<file path="src/rtl/s2p_pkg.sv">
// Shared types and helpers for the serial_to_parallel receiver.
package s2p_pkg;

    typedef enum logic {
        S2P_IDLE  = 1'b0,
        S2P_SHIFT = 1'b1
    } s2p_state_e;

    function automatic int cnt_width(input int width);
        return $clog2(width + 1);
    endfunction

endpackage

</file>
<file path="src/rtl/s2p_out_reg.sv">
// Valid/ready output word register with sticky overrun flag.
module s2p_out_reg
    import s2p_pkg::*;
#(
    parameter int WIDTH = 4
) (
    input  logic             clk,
    input  logic             rst,
    input  logic             clr_i,
    input  logic             word_done,
    input  logic [WIDTH-1:0] word_data,
    input  logic             out_ready_i,
    output logic [WIDTH-1:0] parallel_o,
    output logic             out_valid_o,
    output logic             overrun_o
);

    logic xfer;
    logic load;

    assign xfer = out_valid_o & out_ready_i;
    // A new word may load only when the slot is empty or draining now.
    assign load = word_done & (~out_valid_o | out_ready_i);

    always_ff @(posedge clk) begin
        if (rst) begin
            parallel_o  <= '0;
            out_valid_o <= 1'b0;
            overrun_o   <= 1'b0;
        end else begin
            if (load) begin
                parallel_o  <= word_data;
                out_valid_o <= 1'b1;
            end else if (xfer) begin
                out_valid_o <= 1'b0;
            end
            if (clr_i) begin
                overrun_o <= 1'b0;
            end else if (word_done && !load) begin
                overrun_o <= 1'b1;
            end
        end
    end

endmodule

</file>
<file path="src/rtl/serial_to_parallel.sv">
// Serial-to-parallel receiver: bit assembly FSM feeding a valid/ready word register.
module serial_to_parallel
    import s2p_pkg::*;
#(
    parameter int WIDTH     = 4,
    parameter int MSB_FIRST = 1,
    localparam int CNT_W    = cnt_width(WIDTH)
) (
    input  logic             clk,
    input  logic             rst,
    input  logic             serial_i,
    input  logic             valid_i,
    input  logic             clr_i,
    output logic [WIDTH-1:0] parallel_o,
    output logic             out_valid_o,
    input  logic             out_ready_i,
    output logic [CNT_W-1:0] bit_cnt_o,
    output logic             busy_o,
    output logic             overrun_o
);

    s2p_state_e       state, state_nxt;
    logic [CNT_W-1:0] cnt_nxt;
    logic [WIDTH-1:0] shreg, shreg_nxt, shifted;
    logic             word_done;
    logic             last_bit;

    assign shifted = (MSB_FIRST != 0) ? {shreg[WIDTH-2:0], serial_i}
                                      : {serial_i, shreg[WIDTH-1:1]};
    assign last_bit = (bit_cnt_o == CNT_W'(WIDTH - 1));
    assign busy_o = (bit_cnt_o != '0);

    always_ff @(posedge clk) begin
        if (rst) begin
            state     <= S2P_IDLE;
            bit_cnt_o <= '0;
            shreg     <= '0;
        end else begin
            state     <= state_nxt;
            bit_cnt_o <= cnt_nxt;
            shreg     <= shreg_nxt;
        end
    end

    always_comb begin
        state_nxt = state;
        cnt_nxt   = bit_cnt_o;
        shreg_nxt = shreg;
        word_done = 1'b0;
        if (clr_i) begin
            state_nxt = S2P_IDLE;
            cnt_nxt   = '0;
            shreg_nxt = '0;
        end else if (valid_i) begin
            unique case (state)
                S2P_IDLE: begin
                    state_nxt = S2P_SHIFT;
                    cnt_nxt   = CNT_W'(1);
                    shreg_nxt = shifted;
                end
                S2P_SHIFT: begin
                    if (last_bit) begin
                        state_nxt = S2P_IDLE;
                        cnt_nxt   = '0;
                        shreg_nxt = '0;
                        word_done = 1'b1;
                    end else begin
                        cnt_nxt   = bit_cnt_o + CNT_W'(1);
                        shreg_nxt = shifted;
                    end
                end
                default: begin
                    state_nxt = S2P_IDLE;
                end
            endcase
        end
    end

    s2p_out_reg #(
        .WIDTH(WIDTH)
    ) u_out (
        .clk        (clk),
        .rst        (rst),
        .clr_i      (clr_i),
        .word_done  (word_done),
        .word_data  (shifted),
        .out_ready_i(out_ready_i),
        .parallel_o (parallel_o),
        .out_valid_o(out_valid_o),
        .overrun_o  (overrun_o)
    );

endmodule

</file>
<file path="config.mk">
export PLATFORM = sky130hd
export DESIGN_NAME = serial_to_parallel
export DESIGN_NICKNAME = d
export VERILOG_FILES = /design/src/rtl/s2p_pkg.sv /design/src/rtl/s2p_out_reg.sv /design/src/rtl/serial_to_parallel.sv
export SDC_FILE = /design/constraint.sdc
export NUM_CORES = 1
export LEC_CHECK = 0
export CAP_MARGIN = 10
export CELL_PAD_IN_SITES_DETAIL_PLACEMENT = 0
export CELL_PAD_IN_SITES_GLOBAL_PLACEMENT = 2
export CORE_AREA = 8 8 55 57
export DETAILED_ROUTE_END_ITERATION = 12
export DIE_AREA = 0 0 63 65
export PLACE_DENSITY = 0.72
export SLEW_MARGIN = 20
export SYNTH_ARGS = -nofsm -noshare
export SYNTH_HDL_FRONTEND = slang
export SYNTH_HIERARCHICAL = 1
export SYNTH_SLANG_ARGS = --single-unit
</file>
<file path="constraint.sdc">
create_clock -name clk -period 2.65 [get_ports clk]
set_clock_uncertainty 0.1 [all_clocks]
set_input_delay 0.265 -clock clk [delete_from_list [all_inputs] [get_ports clk]]
set_output_delay 0.265 -clock clk [all_outputs]
set_load 0.01 [all_outputs]
</file>
==> results.ini, run 1 <==
[placed_design]
dp.cells = 100
place_area_sq_um = 760.7
globalplace.congestion = 0.6458
portBuffers = 15
dp_hpwl_um = 854

[die]
core_sq_mm = 0.002148
num_io_pins = 16
die_w_um = 63
fp-row-count = 17
die_area_sq_mm = 0.004095
start_util_pct = 28.42
die_y_um = 65

[critical_path]
slowest_delay_ns = 0.39
worstSetupEndpointType = flop
cp_data_required_time_ns = 2.76
crit_buf_inv = 0
path_max_fanout = 6
worstSetupStartpointType = flop
slowest_stage = dfxtp_1
worstSetupPathType = flop to flop
cp.arrival_ns = 1.99
critPathTopFamily = simple AND/OR/NAND/NOR gates
crit_chain = ha_1, and4b_1, nor2b_1, nor2b_2, mux2i_1

[logic_synthesis]
syn_area_per_cell_sq_um = 10.01
synth_seq_cells = 13
yosysMostFrequentCell = dfxtp_1
async_flop_share_pct = 0
synth.distinct_cells = 21
synthMuxAreaShare_pct = 11.48
yosys.area.top_type_share_pct = 42.62
synth_fa_ha_area_share_pct = 4.098
synth_common_cells = dfxtp_1, nand2b_1, mux2i_1
yosysTopAreaCell = dfxtp_1
synth.net_count = 69
synthSimpleGateAreaFrac_pct = 30.12
ys.flop_type = dfxtp_1
synth_area_leaders = dfxtp_1, mux2i_1, nand2b_1
synthesis.area_sq_um = 610.6
synth_edf_count = 0
yosysWarnings = 6
yosysSeqAreaShare_pct = 42.62
synth_compound_area_share_pct = 2.869
syn_inst = 61
synth_xor_area_share_pct = 0
synth_top_family_by_area = simple AND/OR/NAND/NOR gates

[timing]
min_period_ns = 1.882
finalSetupViolations = 0
fin_crit_sh_pct = 71.02
fmax_mhz = 531.4
rsz0062_at_grt = no
tightest_slew_ns = 0.3055
fin_tns_setup_ns = 0
drv_slew = 0
relSlewSlack_pct = 79.57
hold_viol = 0

[power]
p_total_uw = 352.3
power_density_mw_per_mm2 = 447.7
ir_worst_vdd_mv = 0.2596
leakage_nw = 0.2781

[clock_network]
cts_inserted_buffers = 3
cts_resized = 0
cts_tree = built
hold_buffers = 0
clock_latency_ns = 0.27
clock-sinks = 13
htreeDepth = 1
path_clk_slew_ns = 0.08
post-cts-setup-buffers = 0
cts_root_buf = clkbuf_4
clockBufferDepth = 2

[run]
cap_violations = 0

[routing]
via_count = 446
routed_wl_mm = 1.156
viasPerCell = 4.288
drt_pass1_iterations = 4
drc = 0
final_antenna_net_count = 0
wl_per_cell_um = 11.12
drt_iter0_drc = 4

[grt]
grt_pass1_wl_mm = 2.028
grt_overflow = 0
grt_max_degree = 12
antenna_found_initial = 0
grt.total_usage_pct = 6.263
grt_pass1_vias = 474

[final_layout]
drive_gt1_share_pct = 9.211
final_cell_count_no_fill = 104
area.growth.synth_to_final_pct = 28.89
fill_cells = 222
final_nets = 85
n_antenna_cell = 0
final_util_pct = 36.63
fin_area_sq_um = 787.0

[outcome]
outcome = completed

[min_path]
min_path_type = flop to flop

## area by class of cell
type                       count  area [sq um]  area share, %
multi-input combinational     40         296.5          37.68
sequential                    13         260.3          33.07
timing repair buffer          16         157.7          20.03
tap                           28         35.03          4.452
clock buffer                   4         26.28          3.339
inverter                       3         11.26          1.431
## cells by family after synthesis
family,Yosys count
AO/OA/AOI/OAI,3
adder cells (fa/ha/maj),2
buffers and inverters,8
flip-flops,13
multiplexers,7
AND/OR/NAND/NOR,28
## through the flow
stage	hold slack, ns	setup slack, ns
CTS	0.3795	0.7553
global route	0.3969	0.6195
floorplan	0.2443	0.9787
global placement	0.3660	0.6057
finish	0.3761	0.7681
detailed placement	0.3630	0.6111
## path summary, 6_finish.rpt
check             slack, ns  cells past startpoint                          endpoint                              from
hold / removal         0.38                      2  u_out/parallel_o[1]$_SDFFE_PP0P_  u_out/parallel_o[1]$_SDFFE_PP0P_
setup reg to reg       0.77                      5  u_out/parallel_o[2]$_SDFFE_PP0P_         bit_cnt_o[0]$_SDFFE_PP0P_
setup / recovery       0.77                      5  u_out/parallel_o[2]$_SDFFE_PP0P_         bit_cnt_o[0]$_SDFFE_PP0P_
hold reg to reg        0.38                      2  u_out/parallel_o[1]$_SDFFE_PP0P_  u_out/parallel_o[1]$_SDFFE_PP0P_
## routing by layer
metal  up-vias  routed length, um  GRT usage (%)
li1        230                  -              -
met1       204                533          6.398
met2        10                521          9.091
met3         2                 84          3.780
met4         0                 17          5.128
met5         -                  0              0
## cell usage in the layout, fill, tap and decap left out
cell and count:
nor3_1 5, inv_1 3, clkdlybuf4s50_1 15, nor2b_2 1, buf_4 1, nor4_4 1, ha_1 2, clkbuf_1 1
nor2_1 4, a211oi_1 1, nand2_1 1, nand3_1 1, nand2b_1 10, and3_1 1, dfxtp_1 13, mux2i_1 7
or2_1 1, and4b_1 1, nor2b_1 1, nor2b_4 1, clkbuf_4 3, a21oi_1 2
## power breakdown
group	total [mW]	switching [mW]	internal (mW)	leakage (nW)
Sequential	0.199	0.00214	0.197	0.105
Combinational	0.0291	0.0124	0.0167	0.158
Clock	0.124	0.0654	0.0583	0.0150
Total	0.352	0.0800	0.272	0.278
## worst reg2reg max path, delay by kind of cell, from the launching register on
family                   cells  cell delay [ns]
flip-flops                   1             0.39
adder cells (fa/ha/maj)      1             0.18
AND/OR/NAND/NOR              3             0.93
multiplexers                 1             0.21
## registers in the layout, indices dropped and copies added, names as in the netlist
register	count
u_out/parallel_o	4
bit_cnt_o	3
shreg	3
state	1
u_out/out_valid_o	1
u_out/overrun_o	1
Note: power is estimated with default switching activity, not from simulation.
==> run 2: changes to the inputs <==
CORE_AREA = 8 8 57 59   (was 8 8 55 57)
DIE_AREA = 0 0 65 67   (was 0 0 63 65)
PLACE_DENSITY = 0.67   (was 0.72)
clock period = 1.9 ns   (was 2.65 ns; I/O delays follow)
==> results.ini, run 2 (synthesis gave the netlist of run 1 again) <==
[final_layout]
area.growth.synth_to_final_pct = 33.20
ff_latch_area_sq_um = 261.5
fill_cells = 264
multiInputGateArea_sq_um = 296.5
reg_top3 = u_out/parallel_o (4), bit_cnt_o (3), shreg (3)
final_util_pct = 34.39
drive_gt1_share_pct = 13.92
n_antenna_cell = 0
layout_common_cells = clkdlybuf4s50_1, dfxtp_1, nand2b_1
regMostFlops = u_out/parallel_o
layout_commonest_cell = clkdlybuf4s50_1
largest_register_ffs = 4
final_nets = 88

[placed_design]
dp_hpwl_um = 954.1
portBuffers = 15
globalplace.congestion = 0.6577

[clock_network]
clock-sinks = 13
clockBufferDepth = 2
cts_root_buf = clkbuf_4
clock_latency_ns = 0.27
post-cts-setup-buffers = 0
hold_buffers = 0
cts_tree = built
path_clk_slew_ns = 0.08
htreeDepth = 1
cts_inserted_buffers = 3

[die]
die_area_sq_mm = 0.004355
fp-row-count = 18
die_y_um = 67
core_sq_mm = 0.002365
num_io_pins = 16
die_w_um = 65
start_util_pct = 25.82

[min_path]
min_path_type = flop to flop
min_to = u_out/parallel_o[2]$_SDFFE_PP0P_
hp-start = u_out/parallel_o[2]$_SDFFE_PP0P_
hold_depth = 2

[routing]
drt_pass1_iterations = 3
drc = 0
final_antenna_net_count = 0
met1_length_um = 581
routed_wl_mm = 1.247
routed.top_layer = met3
drt_iter0_drc = 15
dr_wl_met2_um = 575
wl_per_cell_um = 11.44
via_count = 457
met3_length_um = 90
viasPerCell = 4.193

[critical_path]
r2r_slack_ns = 0.26
cp_data_required_time_ns = 1.61
worstSetupStartpointType = flop
worstSetupPathType = flop to output pin
r2r_cells = 5
worstSetupEndpointType = output pin
r2r_end = u_out/parallel_o[1]$_SDFFE_PP0P_
cp.arrival_ns = 1.47
path_max_fanout = 4
r2r-start = bit_cnt_o[1]$_SDFFE_PP0P_

[run]
cap_violations = 0

[outcome]
outcome = completed

[timing]
rsz0062_at_grt = no
tightest_slew_ns = 0.3182
relSlewSlack_pct = 78.79
min_period_ns = 1.762
drv_slew = 0
finalSetupViolations = 0
fin_crit_sh_pct = 92.75
fin_tns_setup_ns = 0
finalHoldWorstSlack_ns = 0.3738
fmax_mhz = 567.4
hold_viol = 0

[power]
leakage_nw = 0.2942
ir_worst_vdd_mv = 0.4721
power_density_mw_per_mm2 = 601.2

[grt]
grt_pass1_wl_mm = 2.173
grt.total_usage_pct = 6.395
grt_pass1_vias = 502
grt_overflow = 0
grt_max_degree = 11
antenna_found_initial = 0

## run 2: timing repair
item	CTS	global route
setup endpoints to repair	0	1
resized for setup	0	1
endpoints found under the hold margin	0	0
## run 2: layout make-up
type                    count  share of cell area, %
inverters                   3                  1.385
well taps                  30                  4.615
multi-input cells          40                  36.46
clock buffers               4                  3.231
repair buffers             19                  22.15
flip-flops and latches     13                  32.15
## run 2: how the worst max path moves through the flow
stage / start / endpoint / slack, ns / depth (start not counted)
after global routing: bit_cnt_o[1]$_SDFFE_PP0P_ / busy_o / 0.04 / 4
after global placement: valid_i / u_out/parallel_o[1]$_SDFFE_PP0P_ / 0.17 / 5
after CTS: bit_cnt_o[0]$_SDFFE_PP0P_ / busy_o / 0.08 / 4
final: bit_cnt_o[1]$_SDFFE_PP0P_ / busy_o / 0.14 / 4
after detailed placement: valid_i / u_out/parallel_o[0]$_SDFFE_PP0P_ / 0.16 / 5
after floorplan: bit_cnt_o[0]$_SDFFE_PP0P_ / u_out/parallel_o[0]$_SDFFE_PP0P_ / 0.23 / 7
## run 2: layer usage
layer	GRT usage [%]	up-vias
met5	0	-
met4	0.8174	0
met3	4.530	0
met2	10.43	10
met1	6.794	211
li1	-	236
## run 2: metrics by stage
stage / setup WS, ns / total power, mW / cell area, sq um / instances
global placement: 0.1681 / 0.3281 / 785.8 / 105
CTS: 0.07786 / 0.5014 / 812.0 / 109
detailed placement: 0.1576 / 0.3285 / 785.8 / 105
floorplan: 0.2287 / 0.3076 / 610.6 / 61
finish: 0.1377 / 0.4889 / 813.3 / 109
global route: 0.03655 / 0.5182 / 813.3 / 109
## run 2: report_power, final
| group | total (mW) | internal (mW) | switching [mW] |
|---|---|---|---|
| clock network | 0.168 | 0.0812 | 0.0867 |
| logic | 0.0425 | 0.0246 | 0.0179 |
| registers | 0.278 | 0.275 | 0.00306 |
| total | 0.489 | 0.381 | 0.108 |
## run 2: worst max-delay path, stage by stage (launching register included)
cell             delay, ns
dfxtp_1               0.39
inv_1                 0.06
ha_1                  0.17
nand2_1               0.06
clkdlybuf4s50_1       0.53
